`config.mk`:
```
export PLATFORM = sky130hd
export DESIGN_NAME = polyphase_mac_sched
export DESIGN_NICKNAME = d
export VERILOG_FILES = /design/src/rtl/filter_pkg.sv /design/src/rtl/mod_cnt.sv /design/src/rtl/polyphase_mac_sched.sv
export SDC_FILE = /design/constraint.sdc
export NUM_CORES = 1
export LEC_CHECK = 0
export CORE_MARGIN = 3
export CORE_UTILIZATION = 50
export CTS_CLUSTER_SIZE = 28
export DETAILED_ROUTE_END_ITERATION = 10
export HOLD_SLACK_MARGIN = 0.08
export PLACE_DENSITY = 0.93
export SETUP_SLACK_MARGIN = 0.15
export SLEW_MARGIN = 20
export SYNTH_ARGS = -nofsm -noshare
export SYNTH_HDL_FRONTEND = slang
export SYNTH_SLANG_ARGS = --single-unit
```
`constraint.sdc`:
```
create_clock -name clk -period 3.1 [get_ports clk]
set_input_delay 0.465 -clock clk [delete_from_list [all_inputs] [get_ports clk]]
set_output_delay 0.465 -clock clk [all_outputs]
set_load 0.005 [all_outputs]
```
`src/rtl/filter_pkg.sv`:
```
// Shared constants, scheduler state type and width helpers for the polyphase MAC scheduler.
package filter_pkg;

  localparam int DECIM_DEF = 3;
  localparam int NTAPS_DEF = 4;

  typedef enum logic [1:0] {
    S_IDLE = 2'd0,
    S_RUN  = 2'd1,
    S_DONE = 2'd2
  } sched_state_t;

  // Counter width that never collapses to zero bits for N == 1
  function automatic int cnt_width(input int n);
    return (n > 1) ? $clog2(n) : 1;
  endfunction

  localparam int PHASE_W_DEF = cnt_width(DECIM_DEF);
  localparam int TAP_W_DEF   = cnt_width(NTAPS_DEF);
  localparam int ADDR_W_DEF  = cnt_width(DECIM_DEF * NTAPS_DEF);

endpackage

```
`src/rtl/mod_cnt.sv`:
```
// Modulo-N counter with count enable, wrap strobe and synchronous clear.
module mod_cnt #(
  parameter int N = 3,
  parameter int W = 2
) (
  input  logic         clk,
  input  logic         rst_n,
  input  logic         i_clr,
  input  logic         i_en,
  output logic [W-1:0] o_cnt,
  output logic         o_wrap
);

  logic [W-1:0] r_cnt;

  assign o_wrap = i_en && (r_cnt == W'(N - 1));
  assign o_cnt  = r_cnt;

  // Count state; clear dominates enable
  always_ff @(posedge clk or negedge rst_n) begin
    if (!rst_n) begin
      r_cnt <= {W{1'b0}};
    end else if (i_clr) begin
      r_cnt <= {W{1'b0}};
    end else if (o_wrap) begin
      r_cnt <= {W{1'b0}};
    end else if (i_en) begin
      r_cnt <= r_cnt + W'(1);
    end else begin
      r_cnt <= r_cnt;
    end
  end

endmodule

```
`src/rtl/polyphase_mac_sched.sv`:
```
// Polyphase decimator scheduler: input phase counting, block load and shared-MAC sequencing.
// Build option PHASE_SYNC_EN adds a synchronous phase-alignment input 'sync'.
module polyphase_mac_sched
  import filter_pkg::*;
#(
  parameter int DECIM = DECIM_DEF,
  parameter int NTAPS = NTAPS_DEF,
  localparam int PW = cnt_width(DECIM),
  localparam int TW = cnt_width(NTAPS),
  localparam int AW = cnt_width(DECIM * NTAPS)
) (
  input  logic          clk,
  input  logic          reset,
  input  logic          enable,
  input  logic          in_valid,
  input  logic          clr_overrun,
`ifdef PHASE_SYNC_EN
  input  logic          sync,
`endif
  output logic          load,
  output logic [PW-1:0] phase,
  output logic          busy,
  output logic [PW-1:0] branch_sel,
  output logic [TW-1:0] tap_idx,
  output logic [AW-1:0] coef_addr,
  output logic          mac_clr,
  output logic          mac_en,
  output logic          out_valid,
  output logic          overrun
);

  sched_state_t  r_state;
  logic          r_pending;
  logic          r_load;
  logic          r_mac_en;
  logic          r_mac_clr;
  logic          r_out_valid;
  logic          r_overrun;
  logic          r_busy;
  logic [AW-1:0] r_coef_addr;

  logic          w_sync;
  logic          w_phase_wrap;
  logic          w_run_step;
  logic          w_tap_wrap;
  logic          w_branch_wrap;
  logic [PW-1:0] w_phase;
  logic [PW-1:0] w_branch;
  logic [TW-1:0] w_tap;

`ifdef PHASE_SYNC_EN
  assign w_sync = sync;
`else
  assign w_sync = 1'b0;
`endif

  assign w_run_step = (r_state == S_RUN) && !w_sync;

  mod_cnt #(.N(DECIM), .W(PW)) u_phase_cnt (
    .clk    (clk),
    .rst_n  (reset),
    .i_clr  (w_sync),
    .i_en   (in_valid && enable),
    .o_cnt  (w_phase),
    .o_wrap (w_phase_wrap)
  );

  mod_cnt #(.N(NTAPS), .W(TW)) u_tap_cnt (
    .clk    (clk),
    .rst_n  (reset),
    .i_clr  (w_sync),
    .i_en   (w_run_step),
    .o_cnt  (w_tap),
    .o_wrap (w_tap_wrap)
  );

  // Branch wrap marks the last product of a run
  mod_cnt #(.N(DECIM), .W(PW)) u_branch_cnt (
    .clk    (clk),
    .rst_n  (reset),
    .i_clr  (w_sync),
    .i_en   (w_tap_wrap),
    .o_cnt  (w_branch),
    .o_wrap (w_branch_wrap)
  );

  // Linear coefficient address, stepped on the same edges as tap/branch
  always_ff @(posedge clk or negedge reset) begin
    if (!reset) begin
      r_coef_addr <= {AW{1'b0}};
    end else if (w_sync || w_branch_wrap) begin
      r_coef_addr <= {AW{1'b0}};
    end else if (w_run_step) begin
      r_coef_addr <= r_coef_addr + AW'(1);
    end else begin
      r_coef_addr <= r_coef_addr;
    end
  end

  // Scheduler FSM with registered strobes; one queued block may wait behind a run
  always_ff @(posedge clk or negedge reset) begin
    if (!reset) begin
      r_state     <= S_IDLE;
      r_pending   <= 1'b0;
      r_load      <= 1'b0;
      r_mac_en    <= 1'b0;
      r_mac_clr   <= 1'b0;
      r_out_valid <= 1'b0;
      r_overrun   <= 1'b0;
      r_busy      <= 1'b0;
    end else begin
      if (clr_overrun) begin
        r_overrun <= 1'b0;
      end else begin
        r_overrun <= r_overrun;
      end
      if (w_sync) begin
        r_state     <= S_IDLE;
        r_pending   <= 1'b0;
        r_load      <= 1'b0;
        r_mac_en    <= 1'b0;
        r_mac_clr   <= 1'b0;
        r_out_valid <= 1'b0;
        r_busy      <= 1'b0;
      end else begin
        r_load <= w_phase_wrap;
        case (r_state)
          S_IDLE: begin
            r_out_valid <= 1'b0;
            if (r_load) begin
              r_state   <= S_RUN;
              r_mac_en  <= 1'b1;
              r_mac_clr <= 1'b1;
              r_busy    <= 1'b1;
            end else begin
              r_state   <= S_IDLE;
              r_mac_en  <= 1'b0;
              r_mac_clr <= 1'b0;
              r_busy    <= 1'b0;
            end
          end
          S_RUN: begin
            r_mac_clr <= 1'b0;
            r_busy    <= 1'b1;
            if (r_load && r_pending) begin
              r_overrun <= 1'b1;
            end else if (r_load) begin
              r_pending <= 1'b1;
            end else begin
              r_pending <= r_pending;
            end
            if (w_branch_wrap) begin
              r_state     <= S_DONE;
              r_mac_en    <= 1'b0;
              r_out_valid <= 1'b1;
            end else begin
              r_state     <= S_RUN;
              r_mac_en    <= 1'b1;
              r_out_valid <= 1'b0;
            end
          end
          S_DONE: begin
            r_out_valid <= 1'b0;
            if (r_pending || r_load) begin
              r_state   <= S_RUN;
              r_mac_en  <= 1'b1;
              r_mac_clr <= 1'b1;
              r_busy    <= 1'b1;
              r_pending <= r_pending && r_load;
            end else begin
              r_state   <= S_IDLE;
              r_mac_en  <= 1'b0;
              r_mac_clr <= 1'b0;
              r_busy    <= 1'b0;
              r_pending <= 1'b0;
            end
          end
          default: begin
            r_state     <= S_IDLE;
            r_pending   <= 1'b0;
            r_mac_en    <= 1'b0;
            r_mac_clr   <= 1'b0;
            r_out_valid <= 1'b0;
            r_busy      <= 1'b0;
          end
        endcase
      end
    end
  end

  assign load       = r_load;
  assign phase      = w_phase;
  assign busy       = r_busy;
  assign branch_sel = w_branch;
  assign tap_idx    = w_tap;
  assign coef_addr  = r_coef_addr;
  assign mac_clr    = r_mac_clr;
  assign mac_en     = r_mac_en;
  assign out_valid  = r_out_valid;
  assign overrun    = r_overrun;

endmodule
```
==> results of run 1 <==
## registers in the layout, indices dropped and copies added (netlist names)
register            flops
u_tap_cnt.o_cnt         2
u_phase_cnt.o_cnt       2
load                    1
coef_addr               4
r_pending               1
busy                    1
overrun                 1
out_valid               1
u_branch_cnt.o_cnt      2
mac_clr                 1
r_state                 2
## layout make-up
type	count	area [um^2]
Multi-Input combinational cell	45	333
Sequential cell	18	450
Tap cell	16	20.0
Inverter	7	27.5
Fill cell	131	457
Timing Repair Buffer	20	200
Clock buffer	4	36.3
## per-stage QoR
| step | util | instances | instance area [um^2] |
|---|---|---|---|
| 6_report | 0.700 | 110 | 1070 |
| 5_1_grt | 0.700 | 110 | 1070 |
| 4_1_cts | 0.700 | 110 | 1070 |
| 3_5_place_dp | 0.677 | 106 | 1030 |
| 3_3_place_gp | 0.677 | 106 | 1030 |
| 2_1_floorplan | - | 71 | 822 |
## power by group through the flow
stage | Sequential, uW | Combinational (uW) | Clock (uW)
finish | 329 | 224 | 143
detailed placement | 332 | 228 | 0
global placement | 329 | 220 | 0
CTS | 329 | 229 | 149
floorplan | 330 | 110 | 0
global route | 339 | 256 | 159
## routing by layer
metal | track usage | wire (um) | vias up
met3 | 0.0898 | 116 | 7
met4 | 0.0625 | 31 | 0
li1 | - | - | 282
met1 | 0.202 | 619 | 265
met2 | 0.269 | 642 | 22
met5 | 0 | 0 | -
## Yosys cell counts, types with 2 or more instances
library cell / number
xor2_1: 2
nand2_1: 6
nand2b_1: 2
ha_1: 6
o21ai_1: 3
a21oi_1: 2
mux2_1: 2
dfrtp_1: 18
mux2_4: 2
inv_1: 6
a21o_1: 2
o21ai_0: 3
nor2_1: 6
## cells by family (layout without fill, tap and decap cells)
| group | count (synthesis) | in the layout | share of synthesized area |
|---|---|---|---|
| simple gates | 21 | 21 | 0.143 |
| flops | 18 | 18 | 0.548 |
| compound gates | 12 | 12 | 0.0852 |
| buf+inv | 8 | 31 | 0.0472 |
| fa+ha+maj | 6 | 6 | 0.0913 |
| mux | 4 | 4 | 0.0639 |
| xor+xnor | 2 | 2 | 0.0213 |
## final timing paths
check                                endpoint  slack, ps
worst max-delay path            branch_sel[1]       1340
max in group asynchronous          r_state[0]       2010
worst min-delay path                     load        530
worst max register to register   coef_addr[0]       1490
worst min register to register           load        530
min in group asynchronous        coef_addr[0]        610
==> flow_metrics.env, run 1 <==
export IMPL_rsz0062_at_grt="false"
export IMPL_rows=14
export IMPL_hold_class="reg -> reg"
export IMPL_synth_edf_count=0
export IMPL_path_class="reg -> out"
export IMPL_cp_depth=1
export IMPL_initial_core_util=0.539
export IMPL_ys_types=24
export IMPL_grtUsageTotal=0.173
export IMPL_synth_area_um2=822
export IMPL_coreArea_mm2=0.00152
export IMPL_grt_overflow_total=0
export IMPL_yosys_most_used_dff="dfrtp_1"
export IMPL_clkTransAtPathRegs_ps=100
export IMPL_clockPowerShare=0.205
export IMPL_cts_sinks=18
export IMPL_syn_nets=82
export IMPL_dr_total_vias=576
export IMPL_syn_inst=71
export IMPL_drc_errors=0
export IMPL_ctsHoldBuffers=0
export IMPL_avgSynthCellArea_um2=11.6
export IMPL_startpoint="u_branch_cnt.o_cnt[1]"
export IMPL_cp_end_kind="primary output"
export IMPL_diodes=0
export IMPL_cts_resized_gates=0
export IMPL_yosysTopAreaCell="dfrtp_1"
export IMPL_worstPathMaxFanout=5
export IMPL_cts_tree="yes"
export IMPL_cts_buffer_depth=2
export IMPL_cp_required_ps=2630
export IMPL_cap_viol_max_count=0
export IMPL_max_freq_ghz=0.569
export IMPL_ys_warn_count=0
export IMPL_hold_violations=0
export IMPL_crit_family="buffers and inverters"
export IMPL_num_io_pins=21
export IMPL_wl_per_cell_um=12.8
export IMPL_antenna_found_initial=0
export IMPL_yosysSeqAreaShare=0.548
export IMPL_insertion_delay_ps=290
export IMPL_crit_buf_inv=1
export IMPL_die_y_um=46.5
export IMPL_drv_slew=0
export IMPL_ant_nets=0
export IMPL_cpPeakStageDelay_ps=540
export IMPL_finalCritPeriodShare=0.567
export IMPL_cp_start_kind="register"
export IMPL_cts_made_buffers=3
export IMPL_slowest_stage="clkdlybuf4s50_1"
export IMPL_synth_top_cell_area_share=0.548
export IMPL_power_density_mw_per_mm2=652
export IMPL_irDropWorstVdd_mv=0.456
export IMPL_rr_startpoint="r_state[1]"
export IMPL_outcome="completed"
export IMPL_p_sw_uw=203
export IMPL_setup_viol=0
export IMPL_power_leakage_uw=0.000553
export IMPL_p_sw_frac=0.292
export IMPL_area_delta_synth_final_pct=29.8
export IMPL_htree_levels=1
export IMPL_synth_area_leaders="dfrtp_1 55%, ha_1 9.1%, mux2_4 3.7%, nand4b_4 2.9%, inv_1 2.7%"
export IMPL_worstPathCellList="clkdlybuf4s50_1"
export IMPL_hold_start="u_phase_cnt.o_cnt[0]"
export IMPL_grt_pass1_vias=596
export IMPL_layout_commonest_cell="clkdlybuf4s50_1"
export IMPL_combinationalPowerShare=0.322
export IMPL_layout_setup_ws_ps=1340
export IMPL_finalSetupTns_ps=0
export IMPL_die_w_um=46.5
export IMPL_tightest_slew_ps=773
export IMPL_drt_pass1_iterations=4
export IMPL_finalClockSkew_ps=1.24
export IMPL_grt_pass1_wl_mm=2.55
export IMPL_reg2reg_depth=6
export IMPL_nNetsFinal=106
export IMPL_grt_start_max_net_pins=19
export IMPL_dp_hpwl_mm=1.04
export IMPL_cts_root_buf="clkbuf_4"
export IMPL_gp_congestion=0.696
export IMPL_internal_power_uw=492
export IMPL_ys_ff_latch=18
export IMPL_viasPerCell=5.24
export IMPL_arrival_ps=1290
export IMPL_layout_common_cells="20 x clkdlybuf4s50_1, 18 x dfrtp_1"
export IMPL_slew_limit_headroom=0.483
export IMPL_dieArea_mm2=0.00217
export IMPL_holdPathStages=1
export IMPL_pre_cts_ws_ps=1480
export IMPL_seq_power_share=0.472
export IMPL_drt_iter0_drc=5
export IMPL_power_uw=695
export IMPL_postCtsSetupBuffers=0
export IMPL_async_flop_share=1.00
export IMPL_finalCriticalPeriod_ps=1760
export IMPL_drt_total_wl_mm=1.41
export IMPL_drive_gt1_frac=0.0957
export IMPL_io_buffer_count=20
export IMPL_hold_slack_ps=531
Power figures use the tool's default switching activity.
==> run 2: changes to the inputs <==
- CORE_UTILIZATION: 50 -> 42
- PLACE_DENSITY: 0.93 -> 0.85
- clock period: 3.1 -> 1.6 ns (I/O delays scaled with it)
==> flow_metrics.env, run 2 (same netlist as run 1, synthesis figures left out) <==
export IMPL_outcome="completed"
export IMPL_grtUsageTotal=0.147
export IMPL_crit_buf_inv=1
export IMPL_rsz0062_at_grt="true"
export IMPL_wl_per_cell_um=13.3
export IMPL_reg2reg_depth=6
export IMPL_drt_pass1_iterations=4
export IMPL_power_leakage_uw=0.000683
export IMPL_hold_violations=0
export IMPL_io_buffer_count=20
export IMPL_cp_required_ps=1360
export IMPL_drv_slew=0
export IMPL_grt_start_max_net_pins=19
export IMPL_cp_end_kind="primary output"
export IMPL_layout_common_cells="17 x dfrtp_1, 14 x clkdlybuf4s50_1, 12 x buf_4"
export IMPL_cts_root_buf="clkbuf_4"
export IMPL_crit_family="buffers and inverters"
export IMPL_nFillCells=137
export IMPL_slew_limit_headroom=0.817
export IMPL_ctsHoldBuffers=0
export IMPL_drt_total_wl_mm=1.73
export IMPL_slowest_stage="clkdlybuf4s50_1"
export IMPL_power_uw=1390
export IMPL_grt_pass1_wl_mm=2.72
export IMPL_hold_class="in -> async"
export IMPL_nNetsFinal=118
export IMPL_cpPeakStageDelay_ps=510
export IMPL_num_io_pins=21
export IMPL_cts_tree="yes"
export IMPL_drc_errors=0
export IMPL_finalClockSkew_ps=2.70
export IMPL_cts_buffer_depth=2
export IMPL_viasPerCell=4.91
export IMPL_tightest_slew_ps=273
export IMPL_seqCellArea_um2=452
export IMPL_path_class="reg -> out"
export IMPL_finalCriticalPeriod_ps=1400
export IMPL_r2r_slack_ps=200
export IMPL_finalSetupTns_ps=0
export IMPL_antenna_found_initial=0
export IMPL_layout_setup_ws_ps=203
export IMPL_multiInputGateArea_um2=335
export IMPL_area_delta_synth_final_pct=42.3
export IMPL_dieArea_mm2=0.00252
export IMPL_dr_total_vias=638
export IMPL_arrival_ps=1160
export IMPL_die_y_um=50.2
export IMPL_power_density_mw_per_mm2=1190
export IMPL_dp_hpwl_mm=1.09
export IMPL_worstPathMaxFanout=2
export IMPL_initial_core_util=0.461
export IMPL_max_freq_ghz=0.716
export IMPL_setup_viol=0
export IMPL_drive_gt1_frac=0.210
export IMPL_cp_start_kind="register"
export IMPL_ant_nets=0
export IMPL_cts_sinks=18
export IMPL_diodes=0
export IMPL_grt_overflow_total=0
export IMPL_grt_pass1_vias=617
export IMPL_r2r_end="coef_addr[0]"
export IMPL_pre_cts_ws_ps=165
export IMPL_irDropWorstVdd_mv=0.818
export IMPL_cap_viol_max_count=0
export IMPL_layout_commonest_cell="dfrtp_1"
export IMPL_worstPathCellList="clkdlybuf4s50_1"
export IMPL_largest_reg_flops=4
export IMPL_drt_iter0_drc=2
export IMPL_insertion_delay_ps=290
export IMPL_clkTransAtPathRegs_ps=100
export IMPL_coreArea_mm2=0.00178
export IMPL_rows=15
export IMPL_dp_cells=117
export IMPL_htree_levels=1
export IMPL_rr_startpoint="r_state[1]"
export IMPL_finalCritPeriodShare=0.873
export IMPL_gp_congestion=0.773
export IMPL_instances_no_fill=130
export IMPL_cts_made_buffers=3
export IMPL_die_w_um=50.2
## run 2: routing by layer
layer,GRT usage,vias up,wire [um]
met2,0.254,18,890
li1,-,309,-
met1,0.166,305,720
met5,0,-,0
met4,0.0968,0,49
met3,0.0237,6,65
## run 2: worst max-delay path by stage
stage                          startpoint                     to  slack [ps]  cells after the start
finish              u_branch_cnt.o_cnt[0]          branch_sel[0]         200                      1
global route                   r_state[1]           coef_addr[0]         120                      6
CTS                 u_branch_cnt.o_cnt[1]          branch_sel[1]         120                      1
detailed placement             r_state[1]           coef_addr[0]         170                      6
global placement               r_state[1]           coef_addr[3]         210                      6
floorplan                      r_state[0]  u_branch_cnt.o_cnt[0]         310                      4
## run 2: through the flow
stage | cell area [um^2] | utilization | hold WS (ps)
after floorplan | 822 | - | -55.6
after global placement | 1060 | 0.593 | 490
after detailed placement | 1060 | 0.593 | 505
after CTS | 1130 | 0.635 | 281
after global routing | 1170 | 0.656 | 311
final | 1170 | 0.656 | 275
## run 2: report_power, final
group,switching (uW),internal [uW],total (uW)
combinational,232,341,573
sequential,58.5,543,601
clock,131,87.4,219
total,422,972,1390
## run 2: final cells by class
class,count,area share
Clock buffer,3,0.0193
Inverter,7,0.0235
Multi-Input combinational cell,45,0.287
Sequential cell,18,0.386
Tap cell,25,0.0267
Timing Repair Buffer,32,0.258
## run 2: timing repair
action	4_1_cts	5_1_grt
hold endpoints to repair	0	0
setup buffers	7	3
gates resized for setup	2	6
setup endpoints to repair	9	9
